$ cat config.mk
export PLATFORM = sky130hd
export DESIGN_NAME = serial_adder_ctrl
export DESIGN_NICKNAME = d
export VERILOG_FILES = /design/src/rtl/serial_adder_ctrl.sv
export SDC_FILE = /design/constraint.sdc
export NUM_CORES = 1
export LEC_CHECK = 0
export BUFFER_PORTS_ARGS = -buffer_cell sky130_fd_sc_hd__buf_2
export CAP_MARGIN = 20
export CELL_PAD_IN_SITES_DETAIL_PLACEMENT = 2
export CELL_PAD_IN_SITES_GLOBAL_PLACEMENT = 2
export CORE_MARGIN = 1
export CORE_UTILIZATION = 39
export DETAILED_ROUTE_END_ITERATION = 10
export GPL_TIMING_DRIVEN = 1
export PLACE_DENSITY_LB_ADDON = 0.1
export RECOVER_POWER = 50
export SYNTH_ARGS = -nofsm -noshare
export SYNTH_HDL_FRONTEND = slang
export SYNTH_HIERARCHICAL = 1
export SYNTH_SLANG_ARGS = --single-unit
$ cat constraint.sdc
create_clock -name clk -period 3 [get_ports clk]
set_clock_uncertainty 0.05 [all_clocks]
set_input_delay 0.75 -clock clk [delete_from_list [all_inputs] [get_ports clk]]
set_output_delay 0.75 -clock clk [all_outputs]
set_load 0.01 [all_outputs]
$ cat src/rtl/serial_adder_ctrl.sv
// Bit-serial adder controller: one shared full-adder cell sequenced LSB-first
// over WIDTH cycles behind a start/ready/done handshake.

module serial_adder_fa (
  input  logic a,
  input  logic b,
  input  logic ci,
  output logic s,
  output logic co
);
  assign s  = a ^ b ^ ci;
  assign co = (a & b) | (ci & (a ^ b));
endmodule

module serial_adder_ctrl #(
  parameter int WIDTH = 8
) (
  input  logic             clk,
  input  logic             rst,
  input  logic             start,
  input  logic [WIDTH-1:0] a,
  input  logic [WIDTH-1:0] b,
  input  logic             cin,
  output logic             ready,
  output logic             busy,
  output logic             done,
  output logic [WIDTH-1:0] sum,
  output logic             cout,
  output logic             ovf
);
  localparam int CW = (WIDTH > 1) ? $clog2(WIDTH) : 1;

  typedef enum logic [1:0] {IDLE, RUN, DONE} state_t;
  state_t state, state_nx;

  logic [WIDTH-1:0] a_sh, b_sh, sum_sh;
  logic             carry;
  logic [CW-1:0]    cnt;
  logic             cell_s, cell_co;
  logic             last;

  serial_adder_fa u_cell (
    .a  (a_sh[0]),
    .b  (b_sh[0]),
    .ci (carry),
    .s  (cell_s),
    .co (cell_co)
  );

  assign last = (cnt == CW'(WIDTH - 1));

  always_ff @(posedge clk or posedge rst) begin
    if (rst) state <= IDLE;
    else     state <= state_nx;
  end

  always_comb begin
    state_nx = state;
    ready    = 1'b0;
    busy     = 1'b0;
    done     = 1'b0;
    case (state)
      IDLE: begin
        ready = 1'b1;
        if (start) state_nx = RUN;
      end
      RUN: begin
        busy = 1'b1;
        if (last) state_nx = DONE;
      end
      DONE: begin
        done     = 1'b1;
        state_nx = IDLE;
      end
      default: state_nx = IDLE;
    endcase
  end

  always_ff @(posedge clk or posedge rst) begin
    if (rst) begin
      a_sh   <= '0;
      b_sh   <= '0;
      sum_sh <= '0;
      carry  <= 1'b0;
      cnt    <= '0;
      sum    <= '0;
      cout   <= 1'b0;
      ovf    <= 1'b0;
    end else begin
      case (state)
        IDLE: if (start) begin
          a_sh   <= a;
          b_sh   <= b;
          sum_sh <= '0;
          carry  <= cin;
          cnt    <= '0;
        end
        RUN: begin
          a_sh   <= a_sh >> 1;
          b_sh   <= b_sh >> 1;
          sum_sh <= {cell_s, sum_sh[WIDTH-1:1]};
          carry  <= cell_co;
          if (last) begin
            // On the MSB step the carry register holds the carry into the MSB,
            // so overflow is that carry against the cell's carry-out.
            sum  <= {cell_s, sum_sh[WIDTH-1:1]};
            cout <= cell_co;
            ovf  <= carry ^ cell_co;
          end else begin
            cnt <= cnt + CW'(1);
          end
        end
        default: ;
      endcase
    end
  end
endmodule

## Word-level counts from Yosys, hierarchy flattened

Cells that the tools add are included.

| storage, ports and cells | value |
|---|---|
| bits in registers | 40 |
| bits in latches | 0 |
| bits in writable memories | 0 |
| ROM bits | 0 |
| bits of input ports | 20 |
| logic and storage cells | 45 |
| memories | 0 |

| cells by class | value |
|---|---|
| add/sub/neg operators | 1 |
| multipliers | 0 |
| div/mod/pow operators | 0 |
| $lt $le $gt $ge | 0 |
| eq/ne operators | 6 |
| shifts and indexed selects | 0 |
| mux-type cells | 17 |
| bitwise operators | 6 |
| reductions and logical operators | 6 |

Operator list:

| operator | count |
|---|---|
| $pmux W8 S2 | 3 |
| $mux W8 | 3 |
| $mux W3 | 2 |
| $ne A2 B2 Y1 const B | 3 |
| $pmux W3 S2 | 1 |
| $reduce_and A2 Y1 | 3 |
| $mux W1 | 4 |
| $mux W2 | 2 |
| $pmux W2 S2 | 1 |
| $add A3 B1 Y3 const B | 1 |
| $eq A3 B3 Y1 const B | 1 |
| $reduce_and A3 Y1 | 1 |
| $xor A1 B1 Y1 | 3 |
| $and A1 B1 Y1 | 2 |
| $eq A2 B1 Y1 const B | 1 |
| $eq A2 B2 Y1 const B | 1 |
| $logic_not A2 Y1 | 1 |
| $pmux W1 S2 | 1 |
| $reduce_bool A2 Y1 | 1 |
| $or A1 B1 Y1 | 1 |

## Longest topological paths before layout

Gate-level depths: netlist of the first run.

| logic depth | value |
|---|---|
| depth after elaboration | 4 |
| gate-level depth with buffers | 6 |

## By module

Netlist of the first run, hierarchy kept.

Modules (own cells, without submodules):

| module | times used | cells each | area an instance (um2) | sequential area each (um2) |
|---|---|---|---|---|
| serial_adder_ctrl | 1 | 149 | 1,793.0 | 975.9 |
| serial_adder_fa | 1 | 1 | 20.0 | 0.0 |

## Worst setup path before layout of the first run

OpenSTA, ideal clock, no wires.

| path | value |
|---|---|
| path kind | register to output |
| from | reg state[1] |
| to | out done |
| arrival | 1.138 ns |
| slack | 1.062 ns |
| stages on the path, launching flop included | 5 |
| cells stage by stage | dfrtp_1 buf_2 buf_2 clkbuf_1 nor2b_1 |

| between the ends | value |
|---|---|
| longest elaborated chain between the ends | 2 |

RTL lines:

| item | line | source |
|---|---|---|
| from (decl) | 34 | `state_t state, state_nx;` |
| from (signal assigned) | 54 | `else state <= state_nx;` |
| $eq A2 B2 Y1 | 62 | `case (state)` |
| $mux W1 | 62 |  |
| to (decl) | 26 | `output logic done,` |

Every way passes these cells.

## Worst setup path after layout of the first run

| path | value |
|---|---|
| from | reg state[0] |
| to | out busy |

| between the ends | value |
|---|---|
| longest elaborated chain between the ends | 2 |

RTL lines:

| item | line | source |
|---|---|---|
| $eq A2 B1 Y1 | 62 |  |
| $mux W1 | 62 |  |
| to (decl) | 25 | `output logic busy,` |

Every way passes these cells.

==> results of run 1 <==
## where the power goes
group | switching (mW) | total, mW | internal (mW)
Clock | 0.194 | 0.526 | 0.333
Sequential | 0.191 | 0.954 | 0.763
Combinational | 0.441 | 0.859 | 0.418
Total | 0.825 | 2.34 | 1.51
## area by class of cell
class                           instances  area, um^2
Clock buffer                            6        72.6
Clock inverter                          2        60.1
Fill cell                             460        2280
Inverter                               10        43.8
Multi-Input combinational cell         91         729
Sequential cell                        39         976
Tap cell                               52        65.1
Timing Repair Buffer                   36         186
## cells by family after synthesis
logic type	count (synthesis)	synth area share
AOI/OAI and AO/OA	39	0.182
xor gates and xnor gates	1	0.00483
adders and majority gates	3	0.0248
buffers and inverters	20	0.0580
DFF	39	0.538
muxes	10	0.0621
and+or+nand+nor	38	0.130
## layer usage
| metal | vias to the layer above | global-route usage | wire length, um |
|---|---|---|---|
| li1 | 604 | - | - |
| met1 | 673 | 0.281 | 2130 |
| met2 | 23 | 0.322 | 2140 |
| met3 | 8 | 0.0476 | 131 |
| met4 | 0 | 0.0689 | 83 |
| met5 | - | 0 | 0 |
## registers in the layout, summed over array words and instances, names as in the netlist
signal / flops
sum_sh: 7
sum: 8
b_sh: 8
cnt: 3
ovf: 1
carry: 1
cout: 1
a_sh: 8
state: 2
## cell usage after synthesis, drive strengths merged
cell type	n	area share
inv	5	0.010
nor2b	8	0.028
nand3b	5	0.021
ha	2	0.014
o21ai	5	0.014
nand2b	1	0.0035
buf	7	0.028
clkinv	5	0.014
clkbuf	3	0.0062
nand2	5	0.010
mux2	10	0.062
a221oi	5	0.041
nor2	5	0.013
o221a	2	0.012
nand3	2	0.0055
a22oi	2	0.0083
a22o	12	0.058
fa	1	0.011
a21oi	7	0.019
o22a	6	0.029
nor3b	11	0.046
dfrtp	39	0.54
or2	1	0.0035
xnor2	1	0.0048
## per-stage QoR
step	instance area [um^2]	std cells	worst slack, ps	hold slack (ps)
after floorplan	1810	150	1060	409
after global placement	2010	228	924	419
after detailed placement	2010	228	851	431
after CTS	2140	236	546	450
after global routing	2130	236	298	464
final	2130	236	475	443
## path summary, 6_finish.rpt
check	to	slack, ps
hold reg to reg	sum[6]	440
setup / recovery	busy	470
setup reg to reg	sum[3]	980
max in group asynchronous	cnt[0]	2010
hold / removal	sum[6]	440
min in group asynchronous	b_sh[7]	500
==> results.sh, run 1 <==
export IMPL_dpl_hpwl_um=3060
export IMPL_row_count=24
export IMPL_cpPeakStageDelay_ps=700
export IMPL_powerDensity_nw_per_um2=1100
export IMPL_final_cell_mix="39 x dfrtp_1, 32 x buf_2, 12 x a22o_1, 11 x nor3b_1, 10 x mux2_1"
export IMPL_worst_path_stages=3
export IMPL_clockBufferDepth=2
export IMPL_path_buf_inv=2
export IMPL_io_pin_count=33
export IMPL_nNetsFinal=206
export IMPL_synthesis_area_um2=1810
export IMPL_power_mw=2.34
export IMPL_crit_family="flip-flops"
export IMPL_hold_viol_final=0
export IMPL_critical_path_class="flip-flop to primary output"
export IMPL_min_period_ps=2530
export IMPL_grt_overflow=0
export IMPL_required_ps=2200
export IMPL_hold_class="flip-flop to flip-flop"
export IMPL_worstHoldPathCells=1
export IMPL_cts_tree="built"
export IMPL_drive_above_1_share=0.293
export IMPL_start_util=0.411
export IMPL_ctsResizeCount=0
export IMPL_synth_cell_types=29
export IMPL_grt_max_degree=40
export IMPL_timing_final_crit_share=0.842
export IMPL_die_area_um2=4930
export IMPL_dieWidth_um=70.2
export IMPL_worstPathArrival_ps=1730
export IMPL_vdd_drop_max_mv=0.374
export IMPL_synth_seq_cells=39
export IMPL_layout_commonest_cell="dfrtp_1"
export IMPL_gp_congestion=0.763
export IMPL_reg2regPathDepth=4
export IMPL_path_cells="nand2b_1, inv_1, buf_2"
export IMPL_worstHoldStart="sum[6]"
export IMPL_grt_pass1_vias=1408
export IMPL_clkTransAtPathRegs_ps=80
export IMPL_outcome="finished clean"
export IMPL_htree_levels=2
export IMPL_rsz0062_at_grt="no"
export IMPL_final_max_slew_violation_count=0
export IMPL_syn_inst=150
export IMPL_area_growth_pct=17.7
export IMPL_first_pass_iters=4
export IMPL_slew_headroom=0.535
export IMPL_fmax_mhz=396
export IMPL_post_cts_setup_buffers=0
export IMPL_drt_iter0_markers=84
export IMPL_avgSynthCellArea_um2=12.1
export IMPL_drtAntennaViolNets=0
export IMPL_detail_route_wl_per_cell_um=19.0
export IMPL_drcViolationCount=0
export IMPL_critical_path_slowest_cell="dfrtp_1"
export IMPL_setup_tns_ps=0
export IMPL_ys_seq_area_frac=0.538
export IMPL_cp_end_kind="primary output"
export IMPL_routed_wl_um=4490
export IMPL_p_leak_nw=1.01
export IMPL_tightest_slew_ps=698
export IMPL_setup_viol=0
export IMPL_worst_setup_path_start_kind="flip-flop"
export IMPL_worstPathMaxFanout=18
export IMPL_syn_nets=173
export IMPL_antenna_found_initial=0
export IMPL_clk_latency_ps=300
export IMPL_grt_usage=0.206
export IMPL_diodes=0
export IMPL_cts_made_buffers=5
export IMPL_ys_warn_count=6
export IMPL_io_buffers=32
export IMPL_grt_pass1_wl_um=7640
export IMPL_cap_viol_max_count=0
export IMPL_viasPerCell=5.54
export IMPL_die_h_um=70.2
export IMPL_ctsRootBufferMaster="clkbuf_8"
export IMPL_vias=1308
export IMPL_fin_util=0.483
export IMPL_worstSetupStartpoint="state[0]"
export IMPL_cts_sinks=39
export IMPL_core_area_um2=4410
export IMPL_rr_startpoint="state[0]"
export IMPL_cts_hold_fix_buffers=0
Note: power is estimated with default switching activity, not from simulation.
==> inputs of run 2 (changes only) <==
--- a/config.mk
+++ b/config.mk
@@ -10,7 +10,7 @@
 export CELL_PAD_IN_SITES_DETAIL_PLACEMENT = 2
 export CELL_PAD_IN_SITES_GLOBAL_PLACEMENT = 2
 export CORE_MARGIN = 1
-export CORE_UTILIZATION = 39
+export CORE_UTILIZATION = 32
 export DETAILED_ROUTE_END_ITERATION = 10
 export GPL_TIMING_DRIVEN = 1
 export PLACE_DENSITY_LB_ADDON = 0.1
==> constraint.sdc (replaced) <==
create_clock -name clk -period 2.3 [get_ports clk]
set_clock_uncertainty 0.05 [all_clocks]
set_input_delay 0.575 -clock clk [delete_from_list [all_inputs] [get_ports clk]]
set_output_delay 0.575 -clock clk [all_outputs]
set_load 0.01 [all_outputs]
==> run 2 against run 1 <==
- non-clock buffer count is 6 higher
- utilization is 8.5 points lower
- critical path type unchanged
- flip-flop and latch count unchanged
- first-iteration DRC count decreased by 21%
- highest routed layer unchanged
- total power increased by 28%
- largest power group unchanged
- critical endpoint unchanged
==> results.sh, run 2 (synthesis results as in run 1) <==
export IMPL_min_period_ps=2050
export IMPL_ctsRootBufferMaster="clkbuf_8"
export IMPL_layout_commonest_cell="dfrtp_1"
export IMPL_io_buffers=32
export IMPL_required_ps=1670
export IMPL_fmax_mhz=489
export IMPL_rsz0062_at_grt="no"
export IMPL_setup_viol=0
export IMPL_cts_sinks=39
export IMPL_intPower_mw=1.91
export IMPL_cts_tree="built"
export IMPL_drtAntennaViolNets=0
export IMPL_dpl_hpwl_um=3260
export IMPL_cts_hold_fix_buffers=0
export IMPL_grt_max_degree=40
export IMPL_htree_levels=2
export IMPL_final_max_slew_violation_count=0
export IMPL_clockBufferDepth=2
export IMPL_drt_iter0_markers=66
export IMPL_grt_pass1_wl_um=7490
export IMPL_hold_viol_final=0
export IMPL_worstPathArrival_ps=1420
export IMPL_row_count=27
export IMPL_io_pin_count=33
export IMPL_hold_class="flip-flop to flip-flop"
export IMPL_seq_power_share=0.407
export IMPL_diodes=0
export IMPL_cts_made_buffers=5
export IMPL_clkTransAtPathRegs_ps=80
export IMPL_timing_final_crit_share=0.889
export IMPL_reg_top3="a_sh (8), b_sh (8), sum (8)"
export IMPL_cp_end_kind="primary output"
export IMPL_gp_congestion=0.759
export IMPL_tightest_slew_ps=1030
export IMPL_critical_path_class="flip-flop to primary output"
export IMPL_swShare=0.361
export IMPL_nNetsFinal=212
export IMPL_power_mw=2.99
export IMPL_vias=1338
export IMPL_clkPwrFrac=0.194
export IMPL_fillers=608
export IMPL_grt_pass1_vias=1466
export IMPL_dieWidth_um=77.3
export IMPL_die_h_um=77.3
export IMPL_routed_wl_um=4400
export IMPL_ctsResizeCount=0
export IMPL_die_area_um2=5970
export IMPL_drive_above_1_share=0.321
export IMPL_grt_overflow=0
export IMPL_cap_viol_max_count=0
export IMPL_antenna_found_initial=0
export IMPL_post_cts_setup_buffers=0
export IMPL_first_pass_iters=4
export IMPL_clk_latency_ps=290
export IMPL_outcome="finished clean"
export IMPL_powerDensity_nw_per_um2=1370
export IMPL_final_cells=262
export IMPL_combPwrFrac=0.399
export IMPL_setup_tns_ps=0
export IMPL_core_area_um2=5470
export IMPL_area_growth_pct=20.1
export IMPL_detail_route_wl_per_cell_um=16.8
export IMPL_worst_setup_path_start_kind="flip-flop"
export IMPL_viasPerCell=5.11
export IMPL_final_cell_mix="39 x dfrtp_1, 32 x buf_2, 12 x a22o_1, 11 x nor3b_1, 10 x mux2_1"
export IMPL_start_util=0.331
export IMPL_power_switching_mw=1.08
export IMPL_grt_usage=0.163
export IMPL_slew_headroom=0.315
export IMPL_drcViolationCount=0
export IMPL_worstPathMaxFanout=10
export IMPL_vdd_drop_max_mv=0.372
export IMPL_placedCellCount=254
export IMPL_p_leak_nw=1.02
run 2: cell types whose count changed in the layout (fill, tap and decap cells not counted):
cell,before,now
inv_2,1,2
clkinv_2,5,6
clkbuf_2,0,1
clkinv_4,0,1
buf_4,3,7
bufinv_16,2,1
inv_1,4,3
run 2: cell type report:
class / instances / area, um^2 / area share
well taps: 72 / 90.1 / 0.0414
multi-input cells: 91 / 729 / 0.335
flip-flops and latches: 39 / 976 / 0.448
clock buffers: 5 / 68.8 / 0.0316
repair buffers: 42 / 225 / 0.103
clock inverters: 3 / 43.8 / 0.0201
inverters: 10 / 43.8 / 0.0201
run 2: path summary, 6_finish.rpt:
kind	cells after the start	slack, ps	from	endpoint
worst max-delay path	3	250	state[1]	busy
max in group asynchronous	3	1020	rst	sum[6]
worst min-delay path	2	440	ovf	ovf
min in group asynchronous	3	540	rst	cnt[1]
worst min register to register	2	440	ovf	ovf
worst max register to register	3	400	state[1]	sum[5]
run 2: worst max-delay path, stage by stage, from the launching register on:
cell and delay [ps]:
dfrtp_1 510, nand2b_1 260, inv_2 190, buf_2 160
run 2: power groups by stage:
stage,Combinational [mW],Clock (mW),Sequential (mW)
finish,1.19,0.579,1.21
global route,1.32,0.624,1.26
CTS,1.24,0.600,1.22
detailed placement,1.23,0,1.23
global placement,1.16,0,1.22
floorplan,0.851,0,1.19
run 2: metal layers:
metal  global-route usage  part of all wire
met5                    0                 0
met4               0.0453             0.010
met3               0.0393             0.030
met2                0.281              0.52
met1                0.201              0.44
run 2: through the flow:
step | worst slack (ps) | hold slack [ps] | util | area, um^2
floorplan | 537 | 409 | - | 1810
global placement | 449 | 416 | 0.380 | 2080
detailed placement | 352 | 426 | 0.380 | 2080
CTS | 227 | 365 | 0.400 | 2190
global route | 161 | 469 | 0.398 | 2180
finish | 255 | 435 | 0.398 | 2180
==> inputs of run 3 (changes only) <==
--- a/config.mk
+++ b/config.mk
@@ -5,13 +5,13 @@
 export SDC_FILE = /design/constraint.sdc
 export NUM_CORES = 1
 export LEC_CHECK = 0
-export BUFFER_PORTS_ARGS = -buffer_cell sky130_fd_sc_hd__buf_2
 export CAP_MARGIN = 20
 export CELL_PAD_IN_SITES_DETAIL_PLACEMENT = 2
 export CELL_PAD_IN_SITES_GLOBAL_PLACEMENT = 2
 export CORE_MARGIN = 1
-export CORE_UTILIZATION = 32
+export CORE_UTILIZATION = 37
 export DETAILED_ROUTE_END_ITERATION = 10
+export DONT_BUFFER_PORTS = 1
 export GPL_TIMING_DRIVEN = 1
 export PLACE_DENSITY_LB_ADDON = 0.1
 export RECOVER_POWER = 50
==> run 3 against run 2 <==
- cell area shrank 7.3%
- sequential share of layout area grew 3.5 points
- wire length fell by 10%
==> results.sh, run 3 (synthesis results as in run 1) <==
export IMPL_outcome="finished clean"
export IMPL_worst_setup_path_start_kind="flip-flop"
export IMPL_ctsRootBufferMaster="clkbuf_8"
export IMPL_fillers=497
export IMPL_final_cells=222
export IMPL_placedCellCount=214
export IMPL_grt_usage=0.178
export IMPL_cts_made_buffers=5
export IMPL_reg_top3="a_sh (8), b_sh (8), sum (8)"
export IMPL_required_ps=1670
export IMPL_cp_end_kind="primary output"
export IMPL_fmax_mhz=474
export IMPL_core_area_um2=4720
export IMPL_routed_wl_um=3960
export IMPL_htree_levels=2
export IMPL_cts_hold_fix_buffers=0
export IMPL_setup_tns_ps=0
export IMPL_cpPeakStageDelay_ps=740
export IMPL_drtAntennaViolNets=0
export IMPL_layout_commonest_cell="dfrtp_1"
export IMPL_viasPerCell=5.33
export IMPL_cts_tree="built"
export IMPL_drt_iter0_markers=45
export IMPL_grt_pass1_wl_um=6790
export IMPL_powerDensity_nw_per_um2=1460
export IMPL_cts_sinks=39
export IMPL_worstPathMaxFanout=17
export IMPL_post_cts_setup_buffers=0
export IMPL_ctsResizeCount=0
export IMPL_die_h_um=72
export IMPL_die_area_um2=5180
export IMPL_tightest_slew_ps=988
export IMPL_hold_class="primary input to flip-flop"
export IMPL_slew_headroom=0.341
export IMPL_critical_path_class="flip-flop to primary output"
export IMPL_clkTransAtPathRegs_ps=80
export IMPL_vdd_drop_max_mv=0.374
export IMPL_dpl_hpwl_um=2720
export IMPL_path_cells="nand2b_1, inv_2"
export IMPL_drive_above_1_share=0.181
export IMPL_vias=1184
export IMPL_drcViolationCount=0
export IMPL_io_pin_count=33
export IMPL_critical_path_slowest_cell="dfrtp_1"
export IMPL_start_util=0.384
export IMPL_nNetsFinal=177
export IMPL_row_count=25
export IMPL_power_mw=2.94
export IMPL_p_leak_nw=0.884
export IMPL_io_buffers=0
export IMPL_clockBufferDepth=2
export IMPL_path_buf_inv=1
export IMPL_worstPathArrival_ps=1490
export IMPL_detail_route_wl_per_cell_um=17.8
export IMPL_final_max_slew_violation_count=0
export IMPL_crit_family="flip-flops"
export IMPL_setup_viol=0
export IMPL_area_growth_pct=11.3
export IMPL_diodes=0
export IMPL_gp_congestion=0.708
export IMPL_grt_max_degree=40
export IMPL_min_period_ps=2110
export IMPL_antenna_found_initial=0
export IMPL_cap_viol_max_count=0
export IMPL_first_pass_iters=4
export IMPL_dieWidth_um=72
export IMPL_rsz0062_at_grt="no"
export IMPL_grt_pass1_vias=1335
export IMPL_final_cell_mix="39 x dfrtp_1, 12 x a22o_1, 11 x nor3b_1, 10 x mux2_1, 8 x nor2b_1"
export IMPL_grt_overflow=0
export IMPL_timing_final_crit_share=0.918
export IMPL_clk_latency_ps=290
export IMPL_hold_viol_final=0
## run 3: metrics by stage
step / instance area (um^2) / setup slack [ps] / hold WS [ps] / util
2_1_floorplan: 1810 / 537 / 409 / -
3_3_place_gp: 1890 / 392 / 430 / 0.400
3_5_place_dp: 1890 / 353 / 433 / 0.400
4_1_cts: 2020 / 162 / 259 / 0.428
5_1_grt: 2020 / 58.1 / 370 / 0.427
6_report: 2020 / 189 / 363 / 0.427
## run 3: path summary, 6_finish.rpt
check | from | end | slack [ps] | depth (start not counted)
min in group asynchronous | rst | cnt[2] | 430 | 2
worst max-delay path | state[0] | busy | 190 | 2
worst min register to register | sum_sh[1] | sum[0] | 450 | 1
worst max register to register | state[0] | a_sh[5] | 360 | 3
max in group asynchronous | rst | cout | 1160 | 2
worst min-delay path | b[7] | b_sh[7] | 360 | 2
## run 3: power breakdown
group	internal, mW	switching [mW]	leakage [nW]	total (mW)
registers	0.995	0.283	0.483	1.28
clock network	0.434	0.252	0.0654	0.686
logic	0.497	0.475	0.336	0.972
## run 3: final cells by class
cell class / instances / area, um^2 / share of cell area
Tap cell: 67 / 83.8 / 0.0415
Inverter: 10 / 43.8 / 0.0217
Clock inverter: 2 / 60.1 / 0.0298
Multi-Input combinational cell: 91 / 732 / 0.363
Clock buffer: 6 / 72.6 / 0.0360
Sequential cell: 39 / 976 / 0.484
Timing Repair Buffer: 7 / 50.0 / 0.0248
## run 3: routing by layer
metal  GRT usage  share of wire
met1       0.223           0.46
met2       0.295           0.49
met3      0.0444          0.037
met4      0.0719         0.0096
met5           0              0
## run 3: worst register-to-register path, stage by stage (launching register included)
cell and delay (ps):
dfrtp_1 740, nor2_2 170, or2_1 520, a221oi_2 370
